===== src/rtl/filter_pkg.sv =====
// ============================================================================
// Module : filter_pkg
// Brief  : Shared types for the filter frame controller.
// Rev    : 1.0
// ============================================================================
`default_nettype none

package filter_pkg;

    typedef enum logic [1:0] {
        MODE_DEBAYER = 2'b00,
        MODE_BRIGHT  = 2'b01,
        MODE_RSVD2   = 2'b10,
        MODE_RSVD3   = 2'b11
    } filter_mode_t;

    typedef enum logic [1:0] {
        IDLE  = 2'b00,
        RUN   = 2'b01,
        DRAIN = 2'b10,
        DONE  = 2'b11
    } frame_state_t;

    localparam int c_PIX_W  = 32;
    localparam int c_BETA_W = 8;

    // Both reserved encodings have the upper bit set.
    function automatic logic mode_is_reserved(input logic [1:0] mode);
        return mode[1];
    endfunction

endpackage

`default_nettype wire


===== src/rtl/filter_out_stage.sv =====
// ============================================================================
// Module : filter_out_stage
// Brief  : One-entry valid/ready output register carrying data and last flag.
// Rev    : 1.0
// ============================================================================
`default_nettype none

module filter_out_stage #(
    parameter int DATA_W = 32
) (
    input  logic              clk,
    input  logic              rst,
    input  logic              i_flush,
    input  logic              i_load,
    input  logic [DATA_W-1:0] i_data,
    input  logic              i_last,
    input  logic              i_ready,
    output logic              o_valid,
    output logic [DATA_W-1:0] o_data,
    output logic              o_last
);

    logic              r_valid;
    logic              r_last;
    logic [DATA_W-1:0] r_data;

    // A load may coincide with a pop; the caller only loads when the slot frees.
    always_ff @(posedge clk) begin
        if (rst || i_flush) begin
            r_valid <= 1'b0;
            r_last  <= 1'b0;
            r_data  <= '0;
        end else if (i_load) begin
            r_valid <= 1'b1;
            r_data  <= i_data;
            r_last  <= i_last;
        end else if (r_valid && i_ready) begin
            r_valid <= 1'b0;
            r_last  <= 1'b0;
        end
    end

    assign o_valid = r_valid;
    assign o_data  = r_data;
    assign o_last  = r_last;

endmodule

`default_nettype wire


===== src/rtl/filter_frame_ctrl.sv =====
// ============================================================================
// Module : filter_frame_ctrl
// Brief  : Frame sequencer for the filter datapath: latches config at start,
//          counts words and streams registered filter results downstream.
// Rev    : 1.0
// ============================================================================
`default_nettype none

module filter_frame_ctrl
    import filter_pkg::*;
#(
    parameter int CNT_W = 16
) (
    input  logic                clk,
    input  logic                rst,
    input  logic                start,
    input  logic                abort,
    input  logic [1:0]          cfg_mode,
    input  logic [c_BETA_W-1:0] cfg_beta,
    input  logic [CNT_W-1:0]    cfg_words,
    input  logic                in_valid,
    input  logic [c_PIX_W-1:0]  in_data,
    output logic                in_ready,
    output logic [c_PIX_W-1:0]  filt_in,
    output logic [1:0]          filt_mode,
    output logic [c_BETA_W-1:0] filt_beta,
    input  logic [c_PIX_W-1:0]  filt_result,
    output logic                out_valid,
    output logic [c_PIX_W-1:0]  out_data,
    output logic                out_last,
    input  logic                out_ready,
    output logic                busy,
    output logic                done,
    output logic                err_mode
);

    frame_state_t        r_state;
    frame_state_t        w_state_nxt;
    filter_mode_t        r_mode;
    logic [c_BETA_W-1:0] r_beta;
    logic [CNT_W-1:0]    r_words;
    logic [CNT_W-1:0]    r_cnt;
    logic                r_err_mode;

    logic                w_in_ready;
    logic                w_in_xfer;
    logic                w_last_in;
    logic                w_start_ok;
    logic                w_out_valid;
    logic                w_out_last;

    assign w_last_in = (r_cnt == r_words - CNT_W'(1));
    assign w_in_xfer = in_valid && w_in_ready;

    always_ff @(posedge clk) begin
        if (rst) begin
            r_state <= IDLE;
        end else begin
            r_state <= w_state_nxt;
        end
    end

    always_comb begin
        w_state_nxt = r_state;
        w_in_ready  = 1'b0;
        w_start_ok  = 1'b0;
        case (r_state)
            IDLE: begin
                if (start) begin
                    w_start_ok = 1'b1;
                    if (mode_is_reserved(cfg_mode) || (cfg_words == '0)) begin
                        w_state_nxt = DONE;
                    end else begin
                        w_state_nxt = RUN;
                    end
                end
            end
            RUN: begin
                w_in_ready = !w_out_valid || out_ready;
                if (in_valid && w_in_ready && w_last_in) begin
                    w_state_nxt = DRAIN;
                end
            end
            DRAIN: begin
                if (w_out_valid && out_ready && w_out_last) begin
                    w_state_nxt = DONE;
                end
            end
            DONE: begin
                w_state_nxt = IDLE;
            end
            default: begin
                w_state_nxt = IDLE;
            end
        endcase
        // Abort overrides everything, including a simultaneous start.
        if (abort) begin
            w_state_nxt = IDLE;
            w_start_ok  = 1'b0;
            w_in_ready  = 1'b0;
        end
    end

    always_ff @(posedge clk) begin
        if (rst) begin
            r_cnt      <= '0;
            r_words    <= '0;
            r_mode     <= MODE_DEBAYER;
            r_beta     <= '0;
            r_err_mode <= 1'b0;
        end else if (abort) begin
            r_cnt <= '0;
        end else if (w_start_ok) begin
            r_cnt      <= '0;
            r_words    <= cfg_words;
            r_mode     <= filter_mode_t'(cfg_mode);
            r_beta     <= cfg_beta;
            r_err_mode <= mode_is_reserved(cfg_mode);
        end else if (w_in_xfer) begin
            r_cnt <= r_cnt + CNT_W'(1);
        end
    end

    filter_out_stage #(
        .DATA_W (c_PIX_W)
    ) u_out_stage (
        .clk     (clk),
        .rst     (rst),
        .i_flush (abort),
        .i_load  (w_in_xfer),
        .i_data  (filt_result),
        .i_last  (w_last_in),
        .i_ready (out_ready),
        .o_valid (w_out_valid),
        .o_data  (out_data),
        .o_last  (w_out_last)
    );

    assign in_ready  = w_in_ready;
    assign filt_in   = in_data;
    assign filt_mode = r_mode;
    assign filt_beta = r_beta;
    assign out_valid = w_out_valid;
    assign out_last  = w_out_last;
    assign busy      = (r_state == RUN) || (r_state == DRAIN);
    assign done      = (r_state == DONE);
    assign err_mode  = r_err_mode;

endmodule

`default_nettype wire


===== config.mk =====
export PLATFORM = sky130hd
export DESIGN_NAME = filter_frame_ctrl
export DESIGN_NICKNAME = d
export VERILOG_FILES = /design/src/rtl/filter_pkg.sv /design/src/rtl/filter_out_stage.sv /design/src/rtl/filter_frame_ctrl.sv
export SDC_FILE = /design/constraint.sdc
export NUM_CORES = 1
export LEC_CHECK = 0
export ABC_AREA = 1
export BUFFER_PORTS_ARGS = -buffer_cell sky130_fd_sc_hd__buf_2
export CAP_MARGIN = 40
export CORE_AREA = 2 2 95 97
export CTS_CLUSTER_SIZE = 8
export DETAILED_ROUTE_END_ITERATION = 16
export DIE_AREA = 0 0 97 99
export GPL_ROUTABILITY_DRIVEN = 1
export HOLD_SLACK_MARGIN = 0.08
export PLACE_DENSITY = 0.84
export SLEW_MARGIN = 20
export SYNTH_ARGS = -nofsm -noshare
export SYNTH_HDL_FRONTEND = slang
export SYNTH_SLANG_ARGS = --single-unit

===== constraint.sdc =====
create_clock -name clk -period 1.95 [get_ports clk]
set_input_delay 0.0975 -clock clk [delete_from_list [all_inputs] [get_ports clk]]
set_output_delay 0.0975 -clock clk [all_outputs]
set_load 0.005 [all_outputs]

Yosys cells after proc, flatten, opt, wreduce, memory -nomap -nowiden
Index checks and enable logic that the tools add are counted.
W data, S select, Z words.
- register bits after elaboration: 79
- bits in latches: 0
- bits in writable memories: 0
- bits in read-only memories: 0
- bits of input ports: 96
- output and inout port bits: 80
- logic and storage cells: 49
- memories kept: 0
- add/subtract/negate cells: 2
- $mul: 0
- divide/modulo/power cells: 0
- $lt $le $gt $ge: 0
- equal/unequal tests: 7
- shift-type cells: 0
- multiplexer cells: 13
- bitwise logic cells: 1
- reductions and logical operators: 17
- operators with widths (operator ; count):
    $add A16 B1 Y16 const B ; 1
    $eq A16 B16 Y1 ; 1
    $logic_not A16 Y1 ; 1
    $sub A16 B1 Y16 const B ; 1
    $mux W1 ; 8
    $mux W2 ; 4
    $pmux W2 S4 ; 1
    $ne A2 B2 Y1 const B ; 3
    $logic_and A1 B1 Y1 ; 5
    $eq A2 B2 Y1 const B ; 2
    $logic_or A1 B1 Y1 ; 4
    $reduce_and A3 Y1 ; 1
    $reduce_or A3 Y1 ; 1
    $eq A2 B1 Y1 const B ; 1
    $logic_not A2 Y1 ; 1
    $reduce_and A2 Y1 ; 1
    $reduce_bool A2 Y1 ; 1
    $reduce_or A2 Y1 ; 1
    $logic_not A1 Y1 ; 1
    $not A1 Y1 ; 1

Depth between registers and ports, before layout
Gate-level depths: netlist of run 1.
- depth after elaboration: 6
- depth in mapped cells: 16

Cells and area by module
From an unflattened synthesis of run 1, not the netlist that was laid out.
- cell total of the unflattened synthesis: 580
- area total of the unflattened synthesis: 4197.8 sq um
- by module, submodules not included (module ; instances ; cells an instance ; area an instance (sq um) ; seq. area each (sq um)):
    filter_frame_ctrl ; 1 ; 429 ; 2847.7 ; 880.8
    filter_out_stage ; 1 ; 151 ; 1350.0 ; 680.7

Worst setup path after synthesis of run 1
No wires, ideal clock.
- path type: register to register
- start point: reg r_state[1]
- end point: reg r_cnt[11]
- setup time: 0.128 ns
- arrival: 1.614 ns
- setup slack: 0.208 ns
- stages on the path, launching flop included: 13
- buffers on the path: 0
- period minus slack after synthesis: 1.742 ns
- cell sequence: dfxtp_1 inv_1 ha_1 nand2_1 nor2_2 nand2_2 nor3_4 nand2_2 nor3_4 nand2_2 nor2_2 xnor2_1 nor2_1
- word-level cells in the longest chain between the ends: 4
- elaborated cells between the ends (all ways): 8
- classes of those cells: eq/ne (1); mux (4); reduce/logical (3)
- ends and longest elaborated chain (what ; line ; text):
    start, declared ; filter_frame_ctrl.sv:37 ; frame_state_t r_state;
    start signal, assigned ; filter_frame_ctrl.sv:59 ; r_state <= w_state_nxt;
    $eq A2 B1 Y1 ; filter_frame_ctrl.sv:67 ; case (r_state)
    $mux W1 ; filter_frame_ctrl.sv:67 ;
    $mux W1 ; filter_frame_ctrl.sv:97 ; if (abort) begin
    via in_ready ; filter_frame_ctrl.sv:23 ; output logic in_ready,
    $logic_and A1 B1 Y1 ; filter_frame_ctrl.sv:53 ; assign w_in_xfer = in_valid && w_in_ready;
    end signal, assigned ; filter_frame_ctrl.sv:120 ; r_cnt <= r_cnt + CNT_W'(1);
    end, declared ; filter_frame_ctrl.sv:42 ; logic [CNT_W-1:0] r_cnt;
The timed path passes the listed nets, and every way through them passes these cells.
A chain may end at the register's enable or synchronous reset.

Worst setup path in the final report of run 1
- start point: reg r_state[0]
- end point: reg r_cnt[11]
- word-level cells in the longest chain between the ends: 4
- elaborated cells between the ends (all ways): 8
- classes of those cells: eq/ne (1); mux (4); reduce/logical (3)
- ends and longest elaborated chain (what ; line):
    $logic_not A2 Y1 or $eq A2 B1 Y1 (tied branches) ; filter_frame_ctrl.sv:67
    $mux W1 ; filter_frame_ctrl.sv:67
    $mux W1 ; filter_frame_ctrl.sv:97
    $reduce_or A3 Y1 (no line) or $logic_and A1 B1 Y1 (tied branches) ; -
Several ways; a longest one is shown, not always the timed one.

==> flow_summary.ini, run 1 <==
[floorplanning]
io_pins = 176
die_x_microns = 97
dieHeight_microns = 99
start_util = 0.466
fp.coreArea_sq_mm = 0.00855
die-area_sq_mm = 0.00960
row_count = 34

[worst_setup_path]
path_cells = ha_2 -> nand2_1 -> nor2_2 -> nand2_2 -> nor3_4 -> nand2_2 -> nor3_4 -> nand2_2 -> nor2_2 -> xnor2_1 -> nor2_1
reg2reg_depth = 11
r2r_slack_ns = 0.01
crit_start = r_state[0]
cp_slowest_cell = dfxtp_1
cpLargestDelayFamily = simple AND/OR/NAND/NOR gates
max_stage_delay_ns = 0.39
crit_required_ns = 2.19
rr_startpoint = r_state[0]
critPathKind = reg -> reg
worst-path-stages = 11
crit_path_frequent_cell = nand2_2
timing.critical_path.buf_inv = 0
crit_arrival_ns = 2.17
cp-end-kind = register
cp-start-kind = register
crit_fanout = 4
reg2reg_to = r_cnt[11]

[yosys]
synth-seq-area-share = 0.392
syn_area_sq_mm = 0.00398
yosys_warnings = 0
synthFlopType = dfxtp_1
yosys.area.top_type_share = 0.392
syn-num-nets = 668
synth_cells = 565
synth-seq-cells = 78
syn_avg_cell_area_sq_um = 7.05
synth-edff-count = 0
synth_top_cell_by_area = dfxtp_1
synth_area_leaders = dfxtp_1 39%, nor2_1 11%, nand2_1 9.0%
synth_async_sr_flop_share = 0
synthDistinctLibCells = 31

[power]
power_density_mw_per_mm2 = 689
p_leak_nw = 2.39
ir_worst_vdd_v = 0.000585
finalPower_mw = 3.67

[global_route]
gr-total-overflow = 0
grt_pass1_vias = 4359
grt.total_usage = 0.253
antenna_found_initial = 0
grt_max_degree = 41
grt_pass1_wl_microns = 20000

[detailed_routing]
wl_per_cell_microns = 15.3
ant_nets = 0
dr.first_iter.drc_count = 364
via_per_inst = 5.26
dr.pass1.iters = 6
wl_microns = 12500
drc = 0
via_count = 4317

[sta]
skew_ns = 0.0177
setup_ws_ns = 0.0135
slew_viol_final = 0
rsz0062_at_grt = true
period_share = 0.993
fmax_mhz = 516
min_period_ns = 1.94
hold_viol = 0
setup_viol = 0
slew_headroom = 0.741
tightestPinTransition_ns = 0.384

[flow_run]
max_cap_viol_count = 0

[placement]
dp.final_hpwl_microns = 7870
place.gp.congestion = 0.923
port_buffers = 111
dpl.cell_count = 742
pre_cts_ws_ns = -0.0307

[hold_path]
hold_class = in -> reg
hold_path_startpoint = cfg_words[5]
holdPathStages = 3
holdPathEnd = r_words[5]

[final_layout]
mostFrequentLayoutCells = 111 x nor2_1, 111 x buf_2, 95 x nand2_1, 75 x dfxtp_1, 60 x dlygate4sd3_1
layout.cells.non_filler = 820
final_nets = 810
drive_gt1_frac = 0.265
syn_to_final_growth_pct = 33.7
antenna_cells = 0

[clock_tree]
clk_latency_ns = 0.35
cts_buffers = 9
clk_path_buf_depth = 2
path_clk_slew_ns = 0.08
cts_root_buffer = clkbuf_8
cts_tree = done
cts_sinks = 78
cts.htree.levels = 3

[run_status]
status = completed
-- power breakdown --
group          internal (mW)  switching (mW)  total [mW]
registers               1.64          0.0491        1.69
clock network          0.569           0.599        1.17
logic                  0.357           0.451       0.808
total                   2.57            1.10        3.67
-- routing by layer --
layer  global-route usage  share of wire  wire length (microns)
met4                0.104          0.037                    469
met1                0.265           0.37                   4660
met5                    0              0                      0
met3               0.0645          0.078                    972
met2                0.481           0.51                   6440
-- cell type report --
| cell class | count | area (sq um) |
|---|---|---|
| fill | 664 | 3220 |
| multi-input combinational | 387 | 1990 |
| sequential | 78 | 1570 |
| timing repair buffer | 184 | 1270 |
| inverter | 47 | 176 |
| clock buffer | 12 | 165 |
| tap | 108 | 135 |
| clock inverter | 4 | 28.8 |
-- sequential cells by signal, summed over array words and instances (netlist names) --
signal               flops
u_out_stage.o_data      32
r_cnt                   16
r_words                 16
filt_beta                8
filt_mode                2
r_state                  2
u_out_stage.o_last       1
u_out_stage.o_valid      1
-- logic make-up after synthesis --
logic type / after synthesis / share of synthesized area
DFF: 78 / 0.392
AOI/OAI and AO/OA: 81 / 0.111
and+or+nand+nor: 286 / 0.320
xor gates and xnor gates: 13 / 0.0286
buffers and inverters: 100 / 0.127
adders and majority gates: 7 / 0.0220
-- how the worst max path moves through the flow --
stage	endpoint
after floorplan	r_cnt[11]
after global placement	r_state[1]
after detailed placement	r_state[0]
after CTS	r_state[0]
after global routing	r_cnt[15]
final	r_cnt[11]
-- tightest hold or removal path, cell delays in order --
cell,delay (ns)
buf_2,0.09
nor2_1,0.05
a211oi_1,0.15
-- per-stage QoR --
step / utilization / setup TNS [ns] / hold slack, ns / area [sq um]
after floorplan: - / 0 / 0.241 / 3980
after global placement: 0.519 / 0 / 0.195 / 4440
after detailed placement: 0.519 / -0.0307 / 0.195 / 4440
after CTS: 0.614 / 0 / 0.0855 / 5250
after global routing: 0.623 / -0.637 / 0.129 / 5330
final: 0.623 / 0 / 0.107 / 5330
-- timing repair --
item                       4_1_cts  5_1_grt
gates resized for setup          2       21
hold endpoints to repair        59        0
hold buffers                    60        0
buffers inserted                 0        2
setup endpoints to repair        2       13
pin swaps                        0       11
-- synthesized netlist by cell type, types with 3 or more instances --
| master | number |
|---|---|
| o21ai_0 | 37 |
| nand2_2 | 9 |
| ha_1 | 7 |
| nor2_4 | 4 |
| nand4_1 | 5 |
| nor2_2 | 10 |
| a21oi_1 | 26 |
| xor2_1 | 9 |
| inv_1 | 40 |
| nor2_1 | 116 |
| xnor2_1 | 4 |
| dfxtp_1 | 78 |
| inv_2 | 4 |
| o21ai_1 | 3 |
| buf_2 | 5 |
| nand3_1 | 26 |
| clkinv_1 | 3 |
| nor4_1 | 4 |
| nand3b_1 | 4 |
| a211oi_1 | 13 |
| nor3_1 | 7 |
| buf_4 | 33 |
| clkbuf_1 | 13 |
| nand2_1 | 96 |
Note: power is estimated with default switching activity, not from simulation.
==> run 2, diff against run 1 <==
--- a/config.mk
+++ b/config.mk
@@ -8,13 +8,15 @@
 export ABC_AREA = 1
 export BUFFER_PORTS_ARGS = -buffer_cell sky130_fd_sc_hd__buf_2
 export CAP_MARGIN = 40
-export CORE_AREA = 2 2 95 97
+export CELL_PAD_IN_SITES_DETAIL_PLACEMENT = 1
+export CELL_PAD_IN_SITES_GLOBAL_PLACEMENT = 2
+export CORE_AREA = 2 2 132 134
 export CTS_CLUSTER_SIZE = 8
 export DETAILED_ROUTE_END_ITERATION = 16
-export DIE_AREA = 0 0 97 99
+export DIE_AREA = 0 0 134 136
 export GPL_ROUTABILITY_DRIVEN = 1
 export HOLD_SLACK_MARGIN = 0.08
-export PLACE_DENSITY = 0.84
+export PLACE_DENSITY = 0.83
 export SLEW_MARGIN = 20
 export SYNTH_ARGS = -nofsm -noshare
 export SYNTH_HDL_FRONTEND = slang
==> run 2 against run 1 <==
Total power grew 24%. Worst hold slack lost 0.021 ns. Combinational power grew 2%. Maximum frequency grew 4.3%. Design area grew 6.8%. Largest cell class unchanged.
==> flow_summary.ini, run 2 (synthesis results as in run 1) <==
[detailed_routing]
wl_microns = 12800
via_count = 4052
dr.first_iter.drc_count = 167
via_per_inst = 4.32
ant_nets = 0
wl_per_cell_microns = 13.7
dr.pass1.iters = 4
drc = 0

[worst_setup_path]
path_cells = inv_2 -> ha_4 -> nand2_1 -> nor2_2 -> nand2_2 -> nor3_4 -> nand2_2 -> nor3_4 -> nand2_2 -> nor2_2 -> xnor2_1 -> nor2_1
crit_required_ns = 2.18
crit_path_frequent_cell = nand2_2
max_stage_delay_ns = 0.32
critPathKind = reg -> reg
cp-start-kind = register
cp-end-kind = register
crit_arrival_ns = 2.08
crit_fanout = 4
cp_slowest_cell = dfxtp_1

[sta]
period_share = 0.952
min_period_ns = 1.86
setup_viol = 0
rsz0062_at_grt = true
tightestPinTransition_ns = 0.538
hold_viol = 0
fmax_mhz = 539
slew_headroom = 0.642
skew_ns = 0.00970
slew_viol_final = 0

[power]
p_leak_nw = 2.52
clockPowerShare = 0.446
power_density_mw_per_mm2 = 800
power_switching_share = 0.268
combPwrFrac = 0.181
ir_worst_vdd_v = 0.000416
p_switching_mw = 1.22
p_int_mw = 3.33
pwr-share-seq = 0.372

[placement]
place.gp.congestion = 0.780
dpl.cell_count = 863
dp.final_hpwl_microns = 9100
port_buffers = 111

[clock_tree]
cts_tree = done
cts.htree.levels = 3
path_clk_slew_ns = 0.06
cts_sinks = 78
cts_root_buffer = clkbuf_16
clk_latency_ns = 0.34
clk_path_buf_depth = 2
cts_buffers = 9

[floorplanning]
io_pins = 176
fp.coreArea_sq_mm = 0.0169
dieHeight_microns = 136
die_x_microns = 134
start_util = 0.236
die-area_sq_mm = 0.0182
row_count = 48

[final_layout]
largest_reg_flops = 32
syn_to_final_growth_pct = 42.9
multi_input_area_sq_mm = 0.00204
fillers = 2076
final_nets = 812
final_core_util = 0.337
seqCellArea_sq_mm = 0.00157
antenna_cells = 0
drive_gt1_frac = 0.289
layout.cells.non_filler = 939
mostFrequentLayoutCells = 111 x buf_2, 108 x nor2_1, 94 x nand2_1, 75 x dfxtp_1, 55 x dlygate4sd3_1
final_common_cell = buf_2

[global_route]
grt_max_degree = 38
grt_pass1_vias = 4332
grt_pass1_wl_microns = 21000
grt.total_usage = 0.144
gr-total-overflow = 0
antenna_found_initial = 0

[hold_path]
hold_class = in -> reg

[run_status]
status = completed

[flow_run]
max_cap_viol_count = 0
## run 2: critical path, delay by kind of cell (launching register included)
kind	cells	cell delay, ns
adder cells (fa/ha/maj)	1	0.15
AND/OR/NAND/NOR	9	1.06
XOR/XNOR	1	0.12
buffers and inverters	1	0.09
flip-flops	1	0.32
## run 2: final cells by class
class	count	area share
well taps	225	0.0495
repair buffers	186	0.223
flip-flops and latches	78	0.275
clock inverters	5	0.0183
clock buffers	11	0.0444
inverters	47	0.0314
multi-input cells	387	0.358
## run 2: timing repair
action / CTS / global route
gates cloned: 0 / 0
setup buffers: 0 / 5
endpoints found under the hold margin: 55 / 0
hold buffers: 55 / 0
pin swaps: 0 / 17
endpoints found under the setup margin: 2 / 9
gates resized for setup: 1 / 35
## run 2: final timing paths
| kind | start | to | slack, ns | cells after the start |
|---|---|---|---|---|
| worst max register to register | r_state[1] | r_cnt[13] | 0.09 | 12 |
| worst min-delay path | cfg_words[0] | r_words[0] | 0.09 | 3 |
| worst max-delay path | r_state[1] | r_cnt[13] | 0.09 | 12 |
| worst min register to register | filt_beta[3] | filt_beta[3] | 0.46 | 2 |
## run 2: power groups by stage
stage | logic (mW) | clock network [mW] | registers [mW]
after floorplan | 0.492 | 0 | 1.72
after global placement | 0.669 | 0 | 1.72
after detailed placement | 0.680 | 0 | 1.72
after CTS | 0.771 | 2.09 | 1.69
after global routing | 0.938 | 2.15 | 1.70
final | 0.826 | 2.03 | 1.69
## run 2: metal layers
| metal | vias up | global-route usage | routed length (microns) |
|---|---|---|---|
| li1 | 2061 | - | - |
| met1 | 1877 | 0.174 | 5750 |
| met2 | 101 | 0.243 | 6130 |
| met3 | 13 | 0.0507 | 839 |
| met4 | 0 | 0.0408 | 124 |
| met5 | - | 0 | 0 |
## run 2: through the flow
stage	hold slack [ns]	cell area, sq um	TNS (ns)	setup WS (ns)	total power [mW]
global route	0.0946	5690	-0.505	-0.119	4.79
global placement	0.195	4620	0	0.0613	2.39
CTS	0.0805	5530	0	0.0103	4.55
finish	0.0862	5690	0	0.0932	4.55
floorplan	0.241	3980	0	0.208	2.21
detailed placement	0.195	4620	-0.0359	-0.0222	2.40
==> run 3, diff against run 2 <==
--- a/config.mk
+++ b/config.mk
@@ -17,6 +17,7 @@
 export GPL_ROUTABILITY_DRIVEN = 1
 export HOLD_SLACK_MARGIN = 0.08
 export PLACE_DENSITY = 0.83
+export RECOVER_POWER = 50
 export SLEW_MARGIN = 20
 export SYNTH_ARGS = -nofsm -noshare
 export SYNTH_HDL_FRONTEND = slang
==> run 3 against run 2 <==
Sequential cell count unchanged. Count of clock-buffer cells in the layout unchanged. Total power is essentially flat. Routed wire length barely moved. Utilization decreased by 0.24 points. First-iteration DRC count is 9.0% lower. Via count hardly changed. Cell count did not move. Worst hold slack got worse by 0.00078 ns. Register-to-register slack is essentially flat. Largest cell class unchanged. Largest power group unchanged.
==> flow_summary.ini, run 3 (synthesis results as in run 1) <==
[clock_tree]
cts_sinks = 78
path_clk_slew_ns = 0.06
cts_buffers = 9
cts_root_buffer = clkbuf_16
clk_path_buf_depth = 2
clk_latency_ns = 0.34
cts.htree.levels = 3
cts_tree = done

[worst_setup_path]
reg2reg_to = r_cnt[13]
reg2reg_depth = 12
critPathKind = reg -> reg
cp-end-kind = register
r2r_slack_ns = 0.09
crit_fanout = 4
crit_required_ns = 2.18
rr_startpoint = r_state[1]
cp-start-kind = register
crit_arrival_ns = 2.09

[sta]
tightestPinTransition_ns = 0.539
setup_viol = 0
fmax_mhz = 538
min_period_ns = 1.86
slew_viol_final = 0
rsz0062_at_grt = true
slew_headroom = 0.640
hold_slack_ns = 0.0854
hold_viol = 0
finalSetupTns_ns = 0
skew_ns = 0.00977
period_share = 0.954

[floorplanning]
io_pins = 176
die_x_microns = 134
die-area_sq_mm = 0.0182
fp.coreArea_sq_mm = 0.0169
row_count = 48
dieHeight_microns = 136
start_util = 0.236

[global_route]
gr-total-overflow = 0
grt_max_degree = 38
grt.total_usage = 0.144
antenna_found_initial = 0
grt_pass1_wl_microns = 21000
grt_pass1_vias = 4332

[placement]
place.gp.congestion = 0.780
dp.final_hpwl_microns = 9100
place_area_sq_mm = 0.00462
port_buffers = 111

[detailed_routing]
dr.pass1.iters = 4
dr.first_iter.drc_count = 152
wl_microns = 12800
drc = 0
via_per_inst = 4.31
ant_nets = 0
wl_per_cell_microns = 13.7
via_count = 4051

[flow_run]
max_cap_viol_count = 0

[power]
finalPower_mw = 4.55
ir_worst_vdd_v = 0.000416
power_density_mw_per_mm2 = 805
p_leak_nw = 2.38

[final_layout]
seqCellArea_sq_mm = 0.00157
syn_to_final_growth_pct = 41.8
final_area_sq_mm = 0.00565
antenna_cells = 0
drive_gt1_frac = 0.242
largest_reg_flops = 32
final_common_cell = nor2_1
final_nets = 812
multi_input_area_sq_mm = 0.00204
fillers = 2096
mostFrequentLayoutCells = 108 x nor2_1, 94 x nand2_1, 78 x buf_2, 75 x dfxtp_1, 55 x dlygate4sd3_1

[hold_path]
holdPathStages = 3
hold_class = in -> reg
hold_path_startpoint = cfg_words[0]
holdPathEnd = r_words[0]

[run_status]
status = completed
[run 3: cell count changes in the layout (fill, tap and decap cells not counted)]
cell / before / now
buf_2: 111 / 78
clkbuf_1: 0 / 33
[run 3: critical path, cell delays in order, from the launching register on]
cell and delay [ns]:
dfxtp_1 0.32, inv_2 0.09, ha_4 0.15, nand2_1 0.06, nor2_2 0.11, nand2_2 0.10
nor3_4 0.20, nand2_2 0.11, nor3_4 0.19, nand2_2 0.13, nor2_2 0.11, xnor2_1 0.12
nor2_1 0.05
[run 3: report_power, final]
part           internal [mW]  switching (mW)  leakage [nW]
logic                  0.360           0.463          1.57
registers               1.64          0.0493         0.633
clock network           1.32           0.708         0.176
total                   3.33            1.22          2.38
[run 3: final cells by class]
class | instances | share of cell area
Inverter | 47 | 0.0317
Sequential cell | 78 | 0.277
Clock inverter | 5 | 0.0184
Clock buffer | 11 | 0.0447
Multi-Input combinational cell | 387 | 0.361
Tap cell | 225 | 0.0498
Timing Repair Buffer | 186 | 0.217
[run 3: layer usage]
| metal | vias up | wire length [microns] | track usage |
|---|---|---|---|
| li1 | 2062 | - | - |
| met1 | 1875 | 5800 | 0.174 |
| met2 | 101 | 6090 | 0.243 |
| met3 | 13 | 806 | 0.0507 |
| met4 | 0 | 124 | 0.0408 |
| met5 | - | 0 | 0 |
[run 3: how the worst max path moves through the flow]
stage | from | to | slack, ns | cells past startpoint
after floorplan | r_state[1] | r_cnt[11] | 0.21 | 12
after global placement | r_words[0] | r_state[0] | 0.06 | 15
after detailed placement | r_words[0] | r_state[0] | -0.02 | 15
after CTS | r_words[0] | r_state[0] | 0.01 | 15
after global routing | r_state[1] | r_cnt[15] | -0.12 | 12
final | r_state[1] | r_cnt[13] | 0.09 | 12
[run 3: through the flow]
| stage | worst slack [ns] | util | instances |
|---|---|---|---|
| 2_1_floorplan | 0.208 | - | 565 |
| 3_3_place_gp | 0.0613 | 0.274 | 863 |
| 3_5_place_dp | -0.0222 | 0.274 | 863 |
| 4_1_cts | 0.0103 | 0.328 | 934 |
| 5_1_grt | -0.119 | 0.335 | 939 |
| 6_report | 0.0904 | 0.335 | 939 |
[run 3: repair_timing]
| action | CTS | global route |
|---|---|---|
| hold endpoints to repair | 55 | 0 |
| hold buffers | 55 | 0 |
| resized for setup | 1 | 35 |
| setup buffers | 0 | 5 |
| setup endpoints to repair | 2 | 9 |
| pin swaps | 0 | 17 |
